### config.mk
export PLATFORM = sky130hd
export DESIGN_NAME = bsg_dff_lane_delay
export DESIGN_NICKNAME = d
export VERILOG_FILES = /design/src/rtl/bsg_dff_lane_delay.sv
export SDC_FILE = /design/constraint.sdc
export NUM_CORES = 1
export LEC_CHECK = 0
export ABC_AREA = 1
export CAP_MARGIN = 10
export CELL_PAD_IN_SITES_DETAIL_PLACEMENT = 1
export CELL_PAD_IN_SITES_GLOBAL_PLACEMENT = 2
export CORE_ASPECT_RATIO = 1.4
export CORE_UTILIZATION = 28
export CTS_CLUSTER_SIZE = 12
export DETAILED_ROUTE_END_ITERATION = 8
export GPL_ROUTABILITY_DRIVEN = 0
export PLACE_DENSITY_LB_ADDON = 0.1
export SLEW_MARGIN = 0
export SYNTH_ARGS = -nofsm -noshare
export SYNTH_HDL_FRONTEND = slang
export SYNTH_SLANG_ARGS = --single-unit
### constraint.sdc
create_clock -name clk_i -period 3.5 [get_ports clk_i]
set_clock_uncertainty 0.2 [all_clocks]
set_input_delay 0.7 -clock clk_i [delete_from_list [all_inputs] [get_ports clk_i]]
set_output_delay 0.7 -clock clk_i [all_outputs]
set_load 0.005 [all_outputs]
### src/rtl/bsg_dff_lane_delay.sv
// Per-lane delay stack: width_p independent 1-bit shift registers, each advancing on its own
// enable, with a saturating per-lane fill counter that tells when the output holds real data.
module bsg_dff_lane_delay #(
  parameter int unsigned                width_p     = 16,
  parameter int unsigned                depth_p     = 2,
  parameter logic [width_p-1:0]         reset_val_p = '0
) (
  input  logic                                       clk_i,
  input  logic                                       reset_i,
  input  logic [width_p-1:0]                         en_i,
  input  logic [width_p-1:0]                         data_i,
  input  logic                                       clear_i,
  output logic [width_p-1:0]                         data_o,
  output logic [width_p-1:0]                         v_o,
  output logic [width_p*$clog2(depth_p+1)-1:0]       count_o
);

  localparam int unsigned cw_lp = $clog2(depth_p + 1);
  localparam logic [cw_lp-1:0] cnt_max_lp = cw_lp'(depth_p);

  if (depth_p == 0) begin : g_bad_depth
    $error("bsg_dff_lane_delay: depth_p must be at least 1");
  end

  for (genvar b = 0; b < width_p; b++) begin : g_lane
    logic [depth_p-1:0] stage_q, stage_d, stage_shift;
    logic [cw_lp-1:0]   cnt_q, cnt_d;

    // Stage 0 is the newest sample, stage depth_p-1 drives the output.
    if (depth_p == 1) begin : g_one
      assign stage_shift = data_i[b];
    end else begin : g_many
      assign stage_shift = {stage_q[depth_p-2:0], data_i[b]};
    end

    always_comb begin
      stage_d = stage_q;
      cnt_d   = cnt_q;
      if (en_i[b]) begin
        stage_d = stage_shift;
        if (cnt_q != cnt_max_lp) begin
          cnt_d = cnt_q + 1'b1;
        end
      end
      // Clear wins over the increment but leaves the data path alone.
      if (clear_i) begin
        cnt_d = '0;
      end
    end

    always_ff @(posedge clk_i or posedge reset_i) begin
      if (reset_i) begin
        stage_q <= {depth_p{reset_val_p[b]}};
        cnt_q   <= '0;
      end else begin
        stage_q <= stage_d;
        cnt_q   <= cnt_d;
      end
    end

    assign data_o[b]                  = stage_q[depth_p-1];
    assign v_o[b]                     = (cnt_q == cnt_max_lp);
    assign count_o[b*cw_lp +: cw_lp]  = cnt_q;
  end

endmodule

== After elaboration in Yosys (flattened, before gate mapping) ==
Cells that the tools add are included.

* Input bits: 35
* Word-level logic and storage cells: 176
* Register bits after elaboration: 64

* Muxes and demuxes: 48
* Reduce and logical (&&, ||, !) cells: 48
* $add $sub $neg: 16
* Eq/ne operators: 32

{| class="wikitable"
|+ Operator list
! cell !! count
|-
| 2-to-1 mux 2 bit || 48
|-
| nonzero test 2 bit || 32
|-
| adder 2 x 1 -> 2 bit, second input constant || 16
|-
| equality test 2 bit, second input constant || 16
|-
| != test 2 bit, second input constant || 16
|-
| AND reduction 2 bit || 16
|}

== Logic depth before layout (Yosys ltp) ==
Gate-level depths: netlist of run 1.

* Depth after elaboration: 4
* Depth in mapped cells: 6
* Gate-level depth less buffers: 6

== Worst setup path before layout of run 1 ==
No wires, ideal clock.

* Kind: reg-to-output
* Start point: register g_lane[14].cnt_q[0]
* End point: output v_o[14]
* Required time: 2.600 ns
* Arrival: 0.638 ns
* Cell stages (with the launch flop): 3
* Path slack: 1.962 ns
* Cell sequence: dfrtp_1 -> inv_1 -> ha_1

* Longest elaborated chain between the ends: 1

{| class="wikitable"
|+ RTL lines
! what !! RTL line !! text
|-
| from (decl) || 27 || <nowiki>logic [cw_lp-1:0] cnt_q, cnt_d;</nowiki>
|-
| from (signal assigned) || 57 || <nowiki>cnt_q <= cnt_d;</nowiki>
|-
| equality test 2 bit || 62 || <nowiki>assign v_o[b] = (cnt_q == cnt_max_lp);</nowiki>
|-
| to (decl) || 14 || <nowiki>output logic [width_p-1:0] v_o,</nowiki>
|}

No other way between the ends.

== Worst setup path in the final report of run 1 ==
* Start point: register g_lane[12].cnt_q[0]
* End point: output v_o[12]

* Longest elaborated chain between the ends: 1

{| class="wikitable"
|+ RTL lines
! what !! RTL line
|-
| from (decl) || 27
|-
| from (signal assigned) || 57
|-
| equality test 2 bit || 62
|}

No other way between the ends.

==> results.sh, run 1 <==
export IMPL_cap_violations=0
export IMPL_clkTransAtPathRegs_ns=0.05
export IMPL_slowest_stage="clkdlybuf4s50_1"
export IMPL_num_io_pins=99
export IMPL_die_x_um=90.9
export IMPL_ys_async_sr_fraction_pct=100
export IMPL_grt_pass1_vias=2729
export IMPL_endpoint_kind="output port"
export IMPL_wl_per_cell_um=11.8
export IMPL_critical_path_max_stage_delay_ns=0.52
export IMPL_clkLatencyLatePin_ns=0.33
export IMPL_fin_ws_ns=1.07
export IMPL_wirelength_um=7030
export IMPL_fmax_mhz=412
export IMPL_crit_fanout=3
export IMPL_worst_hold_startpoint="g_lane[10].stage_q[0]$_DFFE_PP0P_"
export IMPL_place_area_um2=4070
export IMPL_drive_above_1_share_pct=3.74
export IMPL_syn_avg_cell_area_um2=8.41
export IMPL_dr_total_vias=2625
export IMPL_drt_first_pass_iters=4
export IMPL_drt_iter0_drc=30
export IMPL_synth_nets=419
export IMPL_grt_antenna_before_repair=0
export IMPL_clockBufferDepth=2
export IMPL_cts_made_buffers=9
export IMPL_place_ws_ns=1.23
export IMPL_area_delta_synth_final_pct=41.1
export IMPL_cts_resized=0
export IMPL_grt_pass1_wl_um=12200
export IMPL_cp_data_required_time_ns=2.60
export IMPL_rsz0062_at_grt="false"
export IMPL_h_tree_depth=3
export IMPL_design_area_um2=4370
export IMPL_status="complete, no violations"
export IMPL_grt_max_degree=49
export IMPL_netlist_area_um2=3100
export IMPL_start_util_pct=28.6
export IMPL_overflow=0
export IMPL_hold_slack_ns=0.270
export IMPL_drc=0
export IMPL_die_area_um2=11500
export IMPL_worstSetupStartpointType="flop"
export IMPL_ys_ff_latch=64
export IMPL_drv_slew=0
export IMPL_synth_most_common_cell="nand2_1"
export IMPL_antenna_cells=0
export IMPL_finalCritPeriodShare_pct=69.4
export IMPL_synth_edf_count=0
export IMPL_num_rows=45
export IMPL_synth_cell_type_count=13
export IMPL_synthCells=368
export IMPL_cts_root_buffer="clkbuf_16"
export IMPL_cts_hold_buf=0
export IMPL_synth_top_area_cell="dfrtp_1"
export IMPL_yosys_top_cells_count="nand2_1, dfrtp_1, inv_1"
export IMPL_portBuffers=98
export IMPL_p_total_mw=2.19
export IMPL_cts_setup_buffers=0
export IMPL_yosysTopAreaCellShare_pct=51.7
export IMPL_grt_usage_pct=13.4
export IMPL_startpoint="g_lane[12].cnt_q[0]$_DFFE_PP0P_"
export IMPL_fillCellCount=1306
export IMPL_antenna_left=0
export IMPL_synthTopCellsByArea="dfrtp_1, nand2_1, nand3_1, inv_1, ha_1"
export IMPL_core_area_um2=10800
export IMPL_hold_viol_final=0
export IMPL_crit_arrival_ns=1.53
export IMPL_finalSetupViolCount=0
export IMPL_finalSetupTns_ns=0
export IMPL_synth_flop_cell="dfrtp_1"
export IMPL_die_h_um=126
export IMPL_peakVddDrop_uv=288
export IMPL_final_nets=500
export IMPL_leakagePower_nw=2.13
export IMPL_critPathKind="reg -> out"
export IMPL_ys_warnings_count=0
export IMPL_period_needed_ns=2.43
export IMPL_r2r_start="g_lane[2].cnt_q[0]$_DFFE_PP0P_"
export IMPL_hp_class="reg -> reg"
export IMPL_via_per_inst=4.41
export IMPL_crit_path_cell_trace="inv_1 -> ha_1 -> clkdlybuf4s50_1"
export IMPL_cts_tree="built"
export IMPL_ys_seq_area_share_pct=51.7
export IMPL_power_density_nw_per_um2=501
export IMPL_clkSinkCount=64
export IMPL_tightest_slew_ns=0.786
export IMPL_place_hpwl_um=5240
export IMPL_slew_headroom_pct=47.5
[cell usage in the layout, fill, tap and decap left out, drive strengths merged]
cell type      netlist  routed
ha                  16      16
clkinv               0       2
o21ai               22      22
nor2                32      32
clkdlybuf4s50        0      98
dfrtp               64      64
nand3               48      48
nand2               68      68
buf                 21       1
a21oi               24      24
inv                 65      65
bufinv               0       1
clkbuf               8      13
[sequential cells by signal, summed over array words and instances (netlist names)]
name            flops
g_lane.cnt_q       32
g_lane.stage_q     32
[cell type report]
class / instances / area, um^2 / share of cell area (%)
clock buffer: 13 / 260 / 5.96
clock inverter: 3 / 40.0 / 0.916
inverter: 65 / 244 / 5.58
multi-input combinational: 210 / 1050 / 23.9
sequential: 64 / 1600 / 36.7
tap: 141 / 176 / 4.04
timing repair buffer: 99 / 1000 / 22.9
[through the flow]
step / utilization (%) / instances
floorplan: - / 368
global placement: 37.6 / 579
detailed placement: 37.6 / 579
CTS: 40.4 / 595
global route: 40.4 / 595
finish: 40.4 / 595
[cell families (layout without fill, tap and decap cells)]
kind of cell,Yosys count,count (layout),synth area share (%)
fa+ha+maj,16,16,6.47
buf+inv,94,180,14.5
simple gates,148,148,19.9
compound gates,46,46,7.44
flops,64,64,51.7
[routing by layer]
metal	wire length (um)	GRT usage, %
met5	0	0
met4	155	7.00
met3	370	3.66
met2	3720	24.7
met1	2790	13.8
[worst max-delay path, delay by kind of cell, from the launching register on]
family / cells / cell delay [ns]
fa+ha+maj: 1 / 0.20
buf+inv: 2 / 0.60
flops: 1 / 0.40
[power by group]
part / switching (mW) / total (mW) / internal [mW]
combinational: 0.185 / 0.420 / 0.235
clock: 0.315 / 0.903 / 0.588
sequential: 0.0508 / 0.867 / 0.817
total: 0.551 / 2.19 / 1.64
[final timing paths]
| check | end | slack, ns | depth (start not counted) |
|---|---|---|---|
| min reg2reg | g_lane[10].stage_q[0]$_DFFE_PP0P_ | 0.27 | 2 |
| max | v_o[12] | 1.07 | 3 |
| min | g_lane[10].stage_q[0]$_DFFE_PP0P_ | 0.27 | 2 |
| max reg2reg | g_lane[2].cnt_q[1]$_DFFE_PP0P_ | 2.20 | 6 |
| max in group asynchronous | g_lane[13].stage_q[1]$_DFFE_PP0P_ | 1.86 | 3 |
| min in group asynchronous | g_lane[3].stage_q[0]$_DFFE_PP0P_ | 0.60 | 2 |
No activity file was read; power rests on OpenSTA's default activity.
==> inputs of run 2 (changes only) <==
CORE_UTILIZATION = 26   (was 28)
clock period = 2.44 ns   (was 3.5 ns; I/O delays follow)
==> run 2 against run 1 <==
Sequential share of layout area hardly changed. Combinational power rose by 45%. Worst hold slack better by 0.0049 ns. Utilization decreased by 2.2 points. First-iteration DRC count is 33% higher. Clock-buffer cell count down 1. Highest routed layer unchanged.
==> results.sh, run 2 (same netlist as run 1, synthesis figures left out) <==
export IMPL_status="complete, no violations"
export IMPL_hold_viol_final=0
export IMPL_portBuffers=98
export IMPL_final_cell_mix="clkdlybuf4s50_1, nand2_1, dfrtp_1"
export IMPL_worst_hold_startpoint="g_lane[10].stage_q[1]$_DFFE_PP0P_"
export IMPL_num_io_pins=99
export IMPL_start_util_pct=27.0
export IMPL_grt_pass1_wl_um=12600
export IMPL_period_needed_ns=2.23
export IMPL_finalSetupViolCount=0
export IMPL_r2r_slack_ns=1.14
export IMPL_grt_max_degree=65
export IMPL_cts_tree="built"
export IMPL_min_path_cells=2
export IMPL_endpoint_kind="output port"
export IMPL_slew_headroom_pct=72.2
export IMPL_cts_root_buffer="clkbuf_16"
export IMPL_place_hpwl_um=5220
export IMPL_clockBufferDepth=2
export IMPL_leakagePower_nw=2.13
export IMPL_drv_slew=0
export IMPL_reg2reg_to="g_lane[3].cnt_q[1]$_DFFE_PP0P_"
export IMPL_r2r_cells=6
export IMPL_drive_above_1_share_pct=3.74
export IMPL_cts_hold_buf=0
export IMPL_final_nets=501
export IMPL_p_total_mw=3.09
export IMPL_multi_input_area_um2=1050
export IMPL_drc=0
export IMPL_final_common_cell="clkdlybuf4s50_1"
export IMPL_rsz0062_at_grt="false"
export IMPL_cts_resized=0
export IMPL_hp_class="reg -> reg"
export IMPL_h_tree_depth=3
export IMPL_antenna_left=0
export IMPL_die_h_um=131
export IMPL_area_delta_synth_final_pct=41.3
export IMPL_tightest_slew_ns=0.416
export IMPL_num_rows=46
export IMPL_dr_total_vias=2637
export IMPL_die_area_um2=12400
export IMPL_clkTransAtPathRegs_ns=0.06
export IMPL_drt_first_pass_iters=4
export IMPL_fmax_mhz=449
export IMPL_core_area_um2=11500
export IMPL_die_x_um=94.2
export IMPL_fillCellCount=1376
export IMPL_r2r_start="g_lane[3].cnt_q[0]$_DFFE_PP0P_"
export IMPL_grt_antenna_before_repair=0
export IMPL_antenna_cells=0
export IMPL_crit_arrival_ns=1.54
export IMPL_reg_top3="g_lane.cnt_q (32), g_lane.stage_q (32)"
export IMPL_wl_per_cell_um=12.2
export IMPL_peakVddDrop_uv=344
export IMPL_finalCritPeriodShare_pct=91.3
export IMPL_cts_made_buffers=9
export IMPL_power_density_nw_per_um2=707
export IMPL_worstSetupStartpointType="flop"
export IMPL_final_seq_area_um2=1600
export IMPL_wirelength_um=7290
export IMPL_grt_usage_pct=13.2
export IMPL_holdPathEnd="g_lane[10].stage_q[1]$_DFFE_PP0P_"
export IMPL_finalSetupTns_ns=0
export IMPL_cp_data_required_time_ns=1.75
export IMPL_grt_pass1_vias=2739
export IMPL_drt_iter0_drc=40
export IMPL_crit_fanout=3
export IMPL_overflow=0
export IMPL_critPathKind="reg -> out"
export IMPL_cts_setup_buffers=0
export IMPL_clkSinkCount=64
export IMPL_via_per_inst=4.40
export IMPL_clkLatencyLatePin_ns=0.33
export IMPL_cap_violations=0
run 2: cell count changes in the layout (fill, tap and decap cells not counted):
cell,previous run,this run
clkinv_2,2,3
buf_12,1,2
clkbuf_1,2,3
clkbuf_8,2,0
run 2: worst max-delay path: stages, from the launching register on:
cell	delay [ns]
dfrtp_1	0.40
inv_1	0.08
ha_1	0.20
clkdlybuf4s50_1	0.53
run 2: area by class of cell:
cell class              instances  area share [%]
inverters                      65            5.58
multi-input cells             210            23.9
repair buffers                100            23.3
flip-flops and latches         64            36.6
well taps                     144            4.12
clock inverters                 4            1.03
clock buffers                  12            5.41
run 2: worst max path at each step:
| stage | start | slack (ns) | to | cells after the start |
|---|---|---|---|---|
| final | g_lane[13].cnt_q[0]$_DFFE_PP0P_ | 0.21 | v_o[13] | 3 |
| after global routing | g_lane[13].cnt_q[0]$_DFFE_PP0P_ | 0.13 | v_o[13] | 3 |
| after CTS | g_lane[15].cnt_q[0]$_DFFE_PP0P_ | 0.18 | v_o[15] | 3 |
| after detailed placement | clear_i | 0.51 | g_lane[6].cnt_q[0]$_DFFE_PP0P_ | 5 |
| after global placement | clear_i | 0.55 | g_lane[6].cnt_q[1]$_DFFE_PP0P_ | 5 |
| after floorplan | reset_i | 0.15 | g_lane[0].cnt_q[0]$_DFFE_PP0P_ | 1 |
run 2: per-layer routing:
| layer | part of all wire (%) | vias to the layer above | global-route usage [%] |
|---|---|---|---|
| met5 | 0 | - | 0 |
| met2 | 50 | 65 | 22.0 |
| met4 | 2.2 | 0 | 6.41 |
| met3 | 7.5 | 9 | 5.09 |
| li1 | - | 1299 | - |
| met1 | 40 | 1264 | 14.3 |
run 2: where the power goes:
| part | internal, mW | switching (mW) | total (mW) | leakage (nW) |
|---|---|---|---|---|
| Sequential | 1.17 | 0.0732 | 1.24 | 0.806 |
| Combinational | 0.341 | 0.267 | 0.609 | 1.18 |
| Clock | 0.785 | 0.454 | 1.24 | 0.140 |
run 2: through the flow:
step | cells | hold WS (ns) | setup slack (ns) | utilization [%] | cell area, um^2
after global placement | 583 | 0.254 | 0.547 | 35.7 | 4090
after CTS | 599 | 0.277 | 0.179 | 38.2 | 4370
after detailed placement | 583 | 0.262 | 0.507 | 35.7 | 4090
final | 599 | 0.274 | 0.212 | 38.2 | 4370
after floorplan | 368 | 0.242 | 0.154 | - | 3100
after global routing | 599 | 0.313 | 0.132 | 38.2 | 4370
==> inputs of run 3 (changes only) <==
SETUP_SLACK_MARGIN = 0.02   (was not set)
==> results of run 3 <==
Final layout, timing and power as in run 2 (identical DEF).
